### src/rtl/ap_ctrl_txn_pkg.sv
// Shared types and constants for the ap_ctrl_hs / ap_ctrl_chain transaction driver.
package ap_ctrl_txn_pkg;

   localparam int CNT_W_DEF = 32;

   // lat_min starts here so the first real sample always replaces it
   localparam logic [CNT_W_DEF-1:0] LAT_INIT = '1;

   typedef enum logic [2:0] {
      IDLE,
      ISSUE,
      GAP,
      DRAIN,
      DONE
   } state_t;

   typedef struct packed {
      logic [CNT_W_DEF-1:0] last;
      logic [CNT_W_DEF-1:0] min;
      logic [CNT_W_DEF-1:0] max;
   } lat_stats_t;

endpackage

### src/rtl/ap_ts_fifo.sv
// Start-timestamp FIFO; one entry per transaction started but not yet done.
module ap_ts_fifo #(
   parameter int W     = 32,
   parameter int DEPTH = 4
) (
   input  logic         clock,
   input  logic         reset,
   input  logic         push,
   input  logic [W-1:0] din,
   input  logic         pop,
   output logic [W-1:0] dout,
   output logic         full,
   output logic         empty
);

   localparam int AW = (DEPTH > 1) ? $clog2(DEPTH) : 1;
   localparam int CW = $clog2(DEPTH + 1);

   logic [W-1:0]  mem [DEPTH];
   logic [AW-1:0] wr_ptr, rd_ptr;
   logic [CW-1:0] count;
   logic          do_push, do_pop;

   function automatic logic [AW-1:0] ptr_inc(input logic [AW-1:0] p);
      return (p == AW'(DEPTH - 1)) ? '0 : p + AW'(1);
   endfunction

   assign full    = (count == CW'(DEPTH));
   assign empty   = (count == '0);
   assign dout    = mem[rd_ptr];
   assign do_pop  = pop && !empty;
   // a pop in the same cycle frees the slot, so push is legal even when full
   assign do_push = push && (!full || do_pop);

   always_ff @(posedge clock) begin
      if (reset) begin
         wr_ptr <= '0;
         rd_ptr <= '0;
         count  <= '0;
      end else begin
         if (do_push) wr_ptr <= ptr_inc(wr_ptr);
         if (do_pop)  rd_ptr <= ptr_inc(rd_ptr);
         case ({do_push, do_pop})
            2'b10:   count <= count + CW'(1);
            2'b01:   count <= count - CW'(1);
            default: count <= count;
         endcase
      end
   end

   always_ff @(posedge clock) begin
      if (do_push) mem[wr_ptr] <= din;
   end

endmodule

### src/rtl/ap_ctrl_txn_driver.sv
// Block-level handshake initiator: issues N ap_start transactions, accepts dones,
// records per-transaction latency and raises finish when the run is complete.
module ap_ctrl_txn_driver
   import ap_ctrl_txn_pkg::*;
#(
   parameter int CNT_W           = CNT_W_DEF,
   parameter int MAX_OUTSTANDING = 4,
   parameter int GAP_W           = 16,
   parameter int STALL_W         = 8
) (
   input  logic               clock,
   input  logic               reset,
   input  logic               cmd_start,
   input  logic [CNT_W-1:0]   cmd_num_trans,
   input  logic [GAP_W-1:0]   cmd_start_gap,
   input  logic [STALL_W-1:0] cmd_cont_stall,
   output logic               ap_start,
   output logic               ap_continue,
   input  logic               ap_ready,
   input  logic               ap_done,
   output logic               busy,
   output logic               finish,
   output logic [CNT_W-1:0]   starts_issued,
   output logic [CNT_W-1:0]   dones_seen,
   output logic [CNT_W-1:0]   lat_last,
   output logic [CNT_W-1:0]   lat_min,
   output logic [CNT_W-1:0]   lat_max,
   output logic [CNT_W-1:0]   total_cycles,
   output logic               err_unmatched
);

   state_t             state, state_nx;
   lat_stats_t         stats;
   logic [CNT_W-1:0]   num_trans;
   logic [GAP_W-1:0]   start_gap, gap_cnt;
   logic [STALL_W-1:0] cont_stall, stall_cnt;
   logic [CNT_W-1:0]   ts_head, lat_new;
   logic               start_req, hs, done_acc, bypass, last_start;
   logic               fifo_push, fifo_pop, fifo_full, fifo_empty;

   assign start_req  = (state == ISSUE) && !fifo_full;
   assign ap_start   = start_req;
   assign hs         = start_req && ap_ready;
   assign done_acc   = ap_done && ap_continue && (state != IDLE);
   // a done racing its own start never touches the FIFO
   assign bypass     = done_acc && hs && fifo_empty;
   assign fifo_push  = hs && !bypass;
   assign fifo_pop   = done_acc && !fifo_empty;
   assign lat_new    = bypass ? '0 : total_cycles - ts_head;
   assign last_start = (starts_issued + CNT_W'(1) == num_trans);

   assign lat_last = stats.last;
   assign lat_min  = stats.min;
   assign lat_max  = stats.max;

   ap_ts_fifo #(
      .W     (CNT_W),
      .DEPTH (MAX_OUTSTANDING)
   ) u_ts_fifo (
      .clock (clock),
      .reset (reset),
      .push  (fifo_push),
      .din   (total_cycles),
      .pop   (fifo_pop),
      .dout  (ts_head),
      .full  (fifo_full),
      .empty (fifo_empty)
   );

   always_comb begin
      state_nx = state;
      unique case (state)
         IDLE:  if (cmd_start) state_nx = (cmd_num_trans == '0) ? DONE : ISSUE;
         ISSUE: begin
            if (hs) begin
               if (last_start)            state_nx = DRAIN;
               else if (start_gap != '0)  state_nx = GAP;
            end
         end
         GAP:   if (gap_cnt == GAP_W'(1)) state_nx = ISSUE;
         DRAIN: if (dones_seen == num_trans) state_nx = DONE;
         DONE:  state_nx = IDLE;
         default: state_nx = IDLE;
      endcase
   end

   always_ff @(posedge clock) begin
      if (reset) begin
         state         <= IDLE;
         busy          <= 1'b0;
         finish        <= 1'b0;
         ap_continue   <= 1'b1;
         stall_cnt     <= '0;
         gap_cnt       <= '0;
         num_trans     <= '0;
         start_gap     <= '0;
         cont_stall    <= '0;
         starts_issued <= '0;
         dones_seen    <= '0;
         total_cycles  <= '0;
         stats         <= '{last: '0, min: LAT_INIT, max: '0};
         err_unmatched <= 1'b0;
      end else begin
         state <= state_nx;
         if (busy) total_cycles <= total_cycles + CNT_W'(1);

         if (state == IDLE && cmd_start) begin
            num_trans     <= cmd_num_trans;
            start_gap     <= cmd_start_gap;
            cont_stall    <= cmd_cont_stall;
            starts_issued <= '0;
            dones_seen    <= '0;
            total_cycles  <= '0;
            stats         <= '{last: '0, min: LAT_INIT, max: '0};
            err_unmatched <= 1'b0;
            busy          <= 1'b1;
            finish        <= 1'b0;
         end
         if (state == DONE) begin
            busy   <= 1'b0;
            finish <= 1'b1;
         end

         if (hs) begin
            starts_issued <= starts_issued + CNT_W'(1);
            gap_cnt       <= start_gap;
         end else if (state == GAP) begin
            gap_cnt <= gap_cnt - GAP_W'(1);
         end

         if (done_acc) begin
            dones_seen <= dones_seen + CNT_W'(1);
            if (fifo_pop || bypass) begin
               stats.last <= lat_new;
               if (lat_new < stats.min) stats.min <= lat_new;
               if (lat_new > stats.max) stats.max <= lat_new;
            end else begin
               err_unmatched <= 1'b1;
            end
         end

         // ap_continue stays low for exactly cont_stall cycles after each accepted done
         if (done_acc && cont_stall != '0) begin
            stall_cnt   <= cont_stall;
            ap_continue <= 1'b0;
         end else if (stall_cnt != '0) begin
            stall_cnt   <= stall_cnt - STALL_W'(1);
            ap_continue <= (stall_cnt == STALL_W'(1));
         end
      end
   end

endmodule

### config.mk
export PLATFORM = sky130hd
export DESIGN_NAME = ap_ctrl_txn_driver
export DESIGN_NICKNAME = d
export VERILOG_FILES = /design/src/rtl/ap_ctrl_txn_pkg.sv /design/src/rtl/ap_ts_fifo.sv /design/src/rtl/ap_ctrl_txn_driver.sv
export SDC_FILE = /design/constraint.sdc
export NUM_CORES = 1
export LEC_CHECK = 0
export ABC_AREA = 1
export ABC_CLOCK_PERIOD_IN_PS = 6300
export BUFFER_PORTS_ARGS = -buffer_cell sky130_fd_sc_hd__buf_2
export CORE_MARGIN = 5
export CORE_UTILIZATION = 40
export DETAILED_ROUTE_END_ITERATION = 12
export GPL_TIMING_DRIVEN = 0
export SLEW_MARGIN = 10
export SYNTH_ARGS = -nofsm -noshare
export SYNTH_HDL_FRONTEND = slang
export SYNTH_SLANG_ARGS = --single-unit
### constraint.sdc
create_clock -name clock -period 6.3 [get_ports clock]
set_input_delay 0.63 -clock clock [delete_from_list [all_inputs] [get_ports clock]]
set_output_delay 0.63 -clock clock [all_outputs]
set_load 0.05 [all_outputs]
Word level (Yosys, flattened, before mapping)
Memory sizes are Yosys's and may differ from the RTL's. A register that Yosys moved wholly into a read port is not among the register bits.
Cells that the tools add are included.
- bits in registers: 286
- bits in writable memories: 128
- input port bits: 61
- output and inout bits: 197
- logic and storage cells: 118
- memories kept: 1
- memory list (memory ; words ; bits a word ; read ports ; clocked after memory_dff ; wr ports ; line ; source):
    u_ts_fifo.mem ; 4 ; 32 ; 1 ; 1 ; 1 ; ap_ts_fifo.sv:19 ; logic [W-1:0] mem [DEPTH];
- add/subtract/negate cells: 10
- magnitude comparators: 2
- equality and inequality tests: 18
- muxes and demuxes: 35
- reduce and logical (&&, ||, !) cells: 33
- operators with widths (cell ; count):
    $mux 96 ; 3
    $mux 32 ; 6
    $add 32x1->32 const B ; 3
    $eq 32x32->1 ; 2
    $gt 32x32->1 ; 1
    $logic_not 32->1 ; 1
    $lt 32x32->1 ; 1
    $mux 16 ; 2
    $sub 32x32->32 ; 1
    $mux 3 ; 7
    $eq 16x1->1 const B ; 1
    $mux 8 ; 2
    $reduce_bool 16->1 ; 1
    $reduce_bool 8->1 ; 2
    $sub 16x1->16 const B ; 1
    $logic_and 1x1->1 ; 12
    $pmux 3 s4 ; 1
    $reduce_bool 2->1 ; 6
    $mux 1 ; 9
    $eq 8x1->1 const B ; 1
    $mux 2 ; 4
    $ne 2x2->1 const B ; 4
    $sub 8x1->8 const B ; 1
    $eq 2x2->1 const B ; 3
    15 further kinds ; 23

Depth between registers and ports, before layout
- depth after elaboration: 11
- mapped depth: 32
- depth with buffers taken out: 31

By module
A second synthesis with hierarchy kept.
- cells, all modules: 3104
- area total of the unflattened synthesis: 22917.0 um^2
- modules (own cells, without submodules) (module ; instances ; cells an instance ; area an instance (um^2) ; seq. area each (um^2)):
    ap_ctrl_txn_driver ; 1 ; 2728 ; 17664.4 ; 5585.4
    ap_ts_fifo ; 1 ; 376 ; 5252.5 ; 4023.9

Least setup slack after synthesis
OpenSTA, ideal clock, no wires.
- kind: register to register
- start point: register (tool-made name)
- end point: register stats (netlist bit lat_max[25])
- library setup time: 70 ps
- arrival: 4339 ps
- data required time: 6230 ps
- slack: 1891 ps
- stages on the path, launching flop included: 28
- buffers on the path: 3
- clock period less this slack: 4409 ps
- cells stage by stage: dfxtp_1 > clkbuf_1 > clkbuf_1 > nand2_1 > a32o_1 > ha_1 > a21oi_1 > a21oi_1 > nor2_1 > inv_1 > nand2_1 > nand2_1 > a21oi_1 > o21bai_1 > or2_2 > nand3_1 > inv_1 > ha_1 > a21oi_1 > nor2_1 > a211oi_1 > o211ai_1 > a21oi_1 > nand2_1 > nand2_1 > clkbuf_1 > nand4_1 > o21ai_1
- RTL lines (element ; line ; source):
    to (signal assigned) ; ap_ctrl_txn_driver.sv:101 ; stats <= '{last: '0, min: LAT_INIT, max: '0};
    to (signal assigned) ; ap_ctrl_txn_driver.sv:114 ; stats <= '{last: '0, min: LAT_INIT, max: '0};
    to (decl) ; ap_ctrl_txn_driver.sv:33 ; lat_stats_t stats;

==> results.md <==
* Pwr Density at 345 nW/um^2
* Share of cells above drive strength 1 at 12.1%
* Main combinational cell family by area after synthesis: simple AND/OR/NAND/NOR gates
* Crit path max fanout at 10
* Routed Antenna Nets at 0
* Arrival @ worst endpoint at between 6000 and 7000 ps
* Post-synth EDFFs at ~130
* Worst Path Buf+Inv at 4
* Root Buffer: clkbuf_16
* Final Max Slew Viols at 0
* H-tree depth at 2
* Ant. Diodes at 0
* Cts hold-fix bufs at 0
* Hold WC Path Type: input port to register
* Slew @ Worst Pin at between 1000 and 1500 ps
* # Post-CTS Setup Buffers at 0
* Reg area at roughly 9600 um^2
* Core Rows at slightly below 90
* Post-layout total power at 0.00914 W
* Seq/Total Area, Yosys at around 43%
* PortBufs at 256
* Die height at ~250 um
* Register-to-register setup slack at 500 ps
* Synth async-reset ratio at 0%
* Final core occ at between 40% and 50%
* Area Overhead vs Synth at 17.6%
* Vias at around 22k
* Clock-pin slew on the worst setup and hold paths at 60 ps
* Vias/cell at 5.28
* Clock Skew at 29.2 ps
* DR iter-0 viols at 1870
* RSZ-0062 raised after global routing: no
* Post-synth top area cell: dfxtp_1
* Hpwl dp at roughly 62 mm
* CTS tree: built
* Startpoint types: register
* Most frequent CP cell: nand2_1
* Yosys reg bits at approximately 420
* Die footprint at 61200 um^2
* Die W at 247 um
* Final Hold Fails at 0
* DR WL/cell at 19.5 um
* Top cells by count, synth: 723 x nand2_1, 352 x inv_1, 288 x dfxtp_1
* Crit-path leading delay family: simple AND/OR/NAND/NOR gates
* Most frequent cell after synthesis: nand2_1
* # IOs at around 260
* CP Class: register to register
* DR pass1 iterations at 5
* Final WS setup at between 500 and 600 ps
* Worst Min Path Start: cmd_cont_stall[3]
* Crit-path max cell delay at 500 ps
* Post-synthesis mux area share at 0%
* Xor/xnor share of the synthesized area at 1.96%
* Nets at approximately 3.5k
* Syn Inst Count at approximately 3k
* First-pass GRT wire length at between 100 and 150 mm
* Area of the multi-input gates at 11100 um^2
* Largest net degree at the start of global routing at 27
* Final setup viols at 0
* Max Cap Violations at 0
* Syn_nets at 3198
* FMAX at around 170 MHz
* Fill cells at between 5k and 6k
* CP endpoint kind: register
* Fin crit share at 92.0%
* CTS sink count at roughly 420
* Ys flop type: dfxtp_1
* Syn Std Cell Area at 22500 um^2
* Synth area leaders: dfxtp_1 26%, edfxtp_1 17%, nand2_1 12%
* Drc violations at 0
* Initial antenna violation count at 0
* Area share of the largest cell type after synthesis at roughly a quarter
* Pre-CTS setup slack at -6.08 ps
* Status: completed
* Req. time, crit path at 6820 ps
* Rel. slew slack at roughly 32%
* Total track usage at between 20% and 30%
* Final min period at 5800 ps
* Num CTS Buffers at 48
* Simple-Gate Fraction of Synth Area at between 20% and 30%
* Yosys warnings at 0
* Final WL at just over 80 mm
* Initial Utilization at 40.2%
* Vias in the first global route at about 20k
* Count of cell types in the netlist at between 50 and 60
* Peak VDD IR at around 0.00021 V
* Slowest CP cell: nor3_1
* Post-synthesis adder-cell area fraction at 6.17%
* Longest Clk Path Bufs at 3
* Worst-Skew Late Latency at between 600 and 700 ps
* P_leak at roughly 11 nW
* GP Congestion at between 0.9 and 1
* CORE AREA at ~56000 um^2
* Mapped Avg Cell Area at ~7.4 um^2
* Compound-cell area share of the yosys netlist at 14.7%
* Grt total ovfl at 0
==> cell usage in the layout (no fill, tap or decap), types with 27 or more instances in the layout <==
master and n:
nand2_1 722, inv_1 352, dfxtp_1 288, a21oi_1 268
buf_2 264, nor2_1 255, nand3_1 226, o21ai_0 177
edfxtp_1 128, ha_1 108, clkbuf_1 93, nand4_1 58
clkbuf_16 48, nor3_1 38, a32o_1 30, xnor2_1 30
nor4_1 29, o21ai_1 27
==> metal layers <==
layer  routed length [um]  GRT usage [%]  vias up
met5                    0              0        -
met4                 2740           8.62        0
met3                 5710           4.51      135
met2                36300           40.9      737
met1                36000           35.3    10147
li1                     -              -    10817
==> repair_timing <==
| action | 4_1_cts | 5_1_grt |
|---|---|---|
| resized for setup | 2 | 15 |
| gates cloned | 0 | 0 |
| endpoints found under the setup margin | 14 | 30 |
==> state kept, by name, summed over array words and instances, names as in the netlist, named ones only <==
signal / flops
state: 3
lat_max: 32
u_ts_fifo.mem: 128
start_gap: 16
total_cycles: 32
dones_seen: 32
ap_continue: 1
gap_cnt: 16
u_ts_fifo.wr_ptr: 2
lat_min: 32
num_trans: 32
busy: 1
lat_last: 32
err_unmatched: 1
stall_cnt: 8
finish: 1
u_ts_fifo.rd_ptr: 2
cont_stall: 8
u_ts_fifo.count: 3
starts_issued: 32
==> final timing paths <==
path	to	cells past startpoint
worst min-delay path	cont_stall[3]	3
worst max register to register	lat_max[29]	25
worst max-delay path	lat_max[29]	25
worst min register to register	lat_last[4]	2
==> stage by stage <==
| step | setup TNS, ps | area [um^2] | instances | hold slack, ps |
|---|---|---|---|---|
| 2_1_floorplan | 0 | 22500 | 3027 | 437 |
| 3_3_place_gp | 0 | 24800 | 4039 | 442 |
| 3_5_place_dp | -6.08 | 24900 | 4043 | 453 |
| 4_1_cts | 0 | 26500 | 4132 | 231 |
| 5_1_grt | 0 | 26500 | 4132 | 270 |
| 6_report | 0 | 26500 | 4132 | 251 |
==> worst min-delay path: stages <==
cell and delay (ps):
buf_2 70, nor2_1 30, nor2_1 80
==> logic make-up after synthesis <==
family / after synthesis
and+or+nand+nor: 1384
AOI/OAI and AO/OA: 585
buffers and inverters: 483
DFF: 416
adders and majority gates: 110
xor gates and xnor gates: 49
==> power breakdown <==
part / leakage [nW] / internal [W] / total, W / switching, W
clock network: 0.789 / 0.00169 / 0.00290 / 0.00122
logic: 6.92 / 0.000877 / 0.00293 / 0.00205
registers: 3.60 / 0.00307 / 0.00331 / 0.000241
==> layout make-up <==
cell class / instances / share of cell area [%]
plain buffers: 114 / 1.78
clock buffers: 68 / 5.15
clock inverters: 21 / 0.953
inverters: 369 / 5.22
multi-input cells: 2128 / 41.9
flip-flops and latches: 416 / 36.2
well taps: 756 / 3.57
repair buffers: 260 / 5.13
Power figures use the tool's default switching activity.
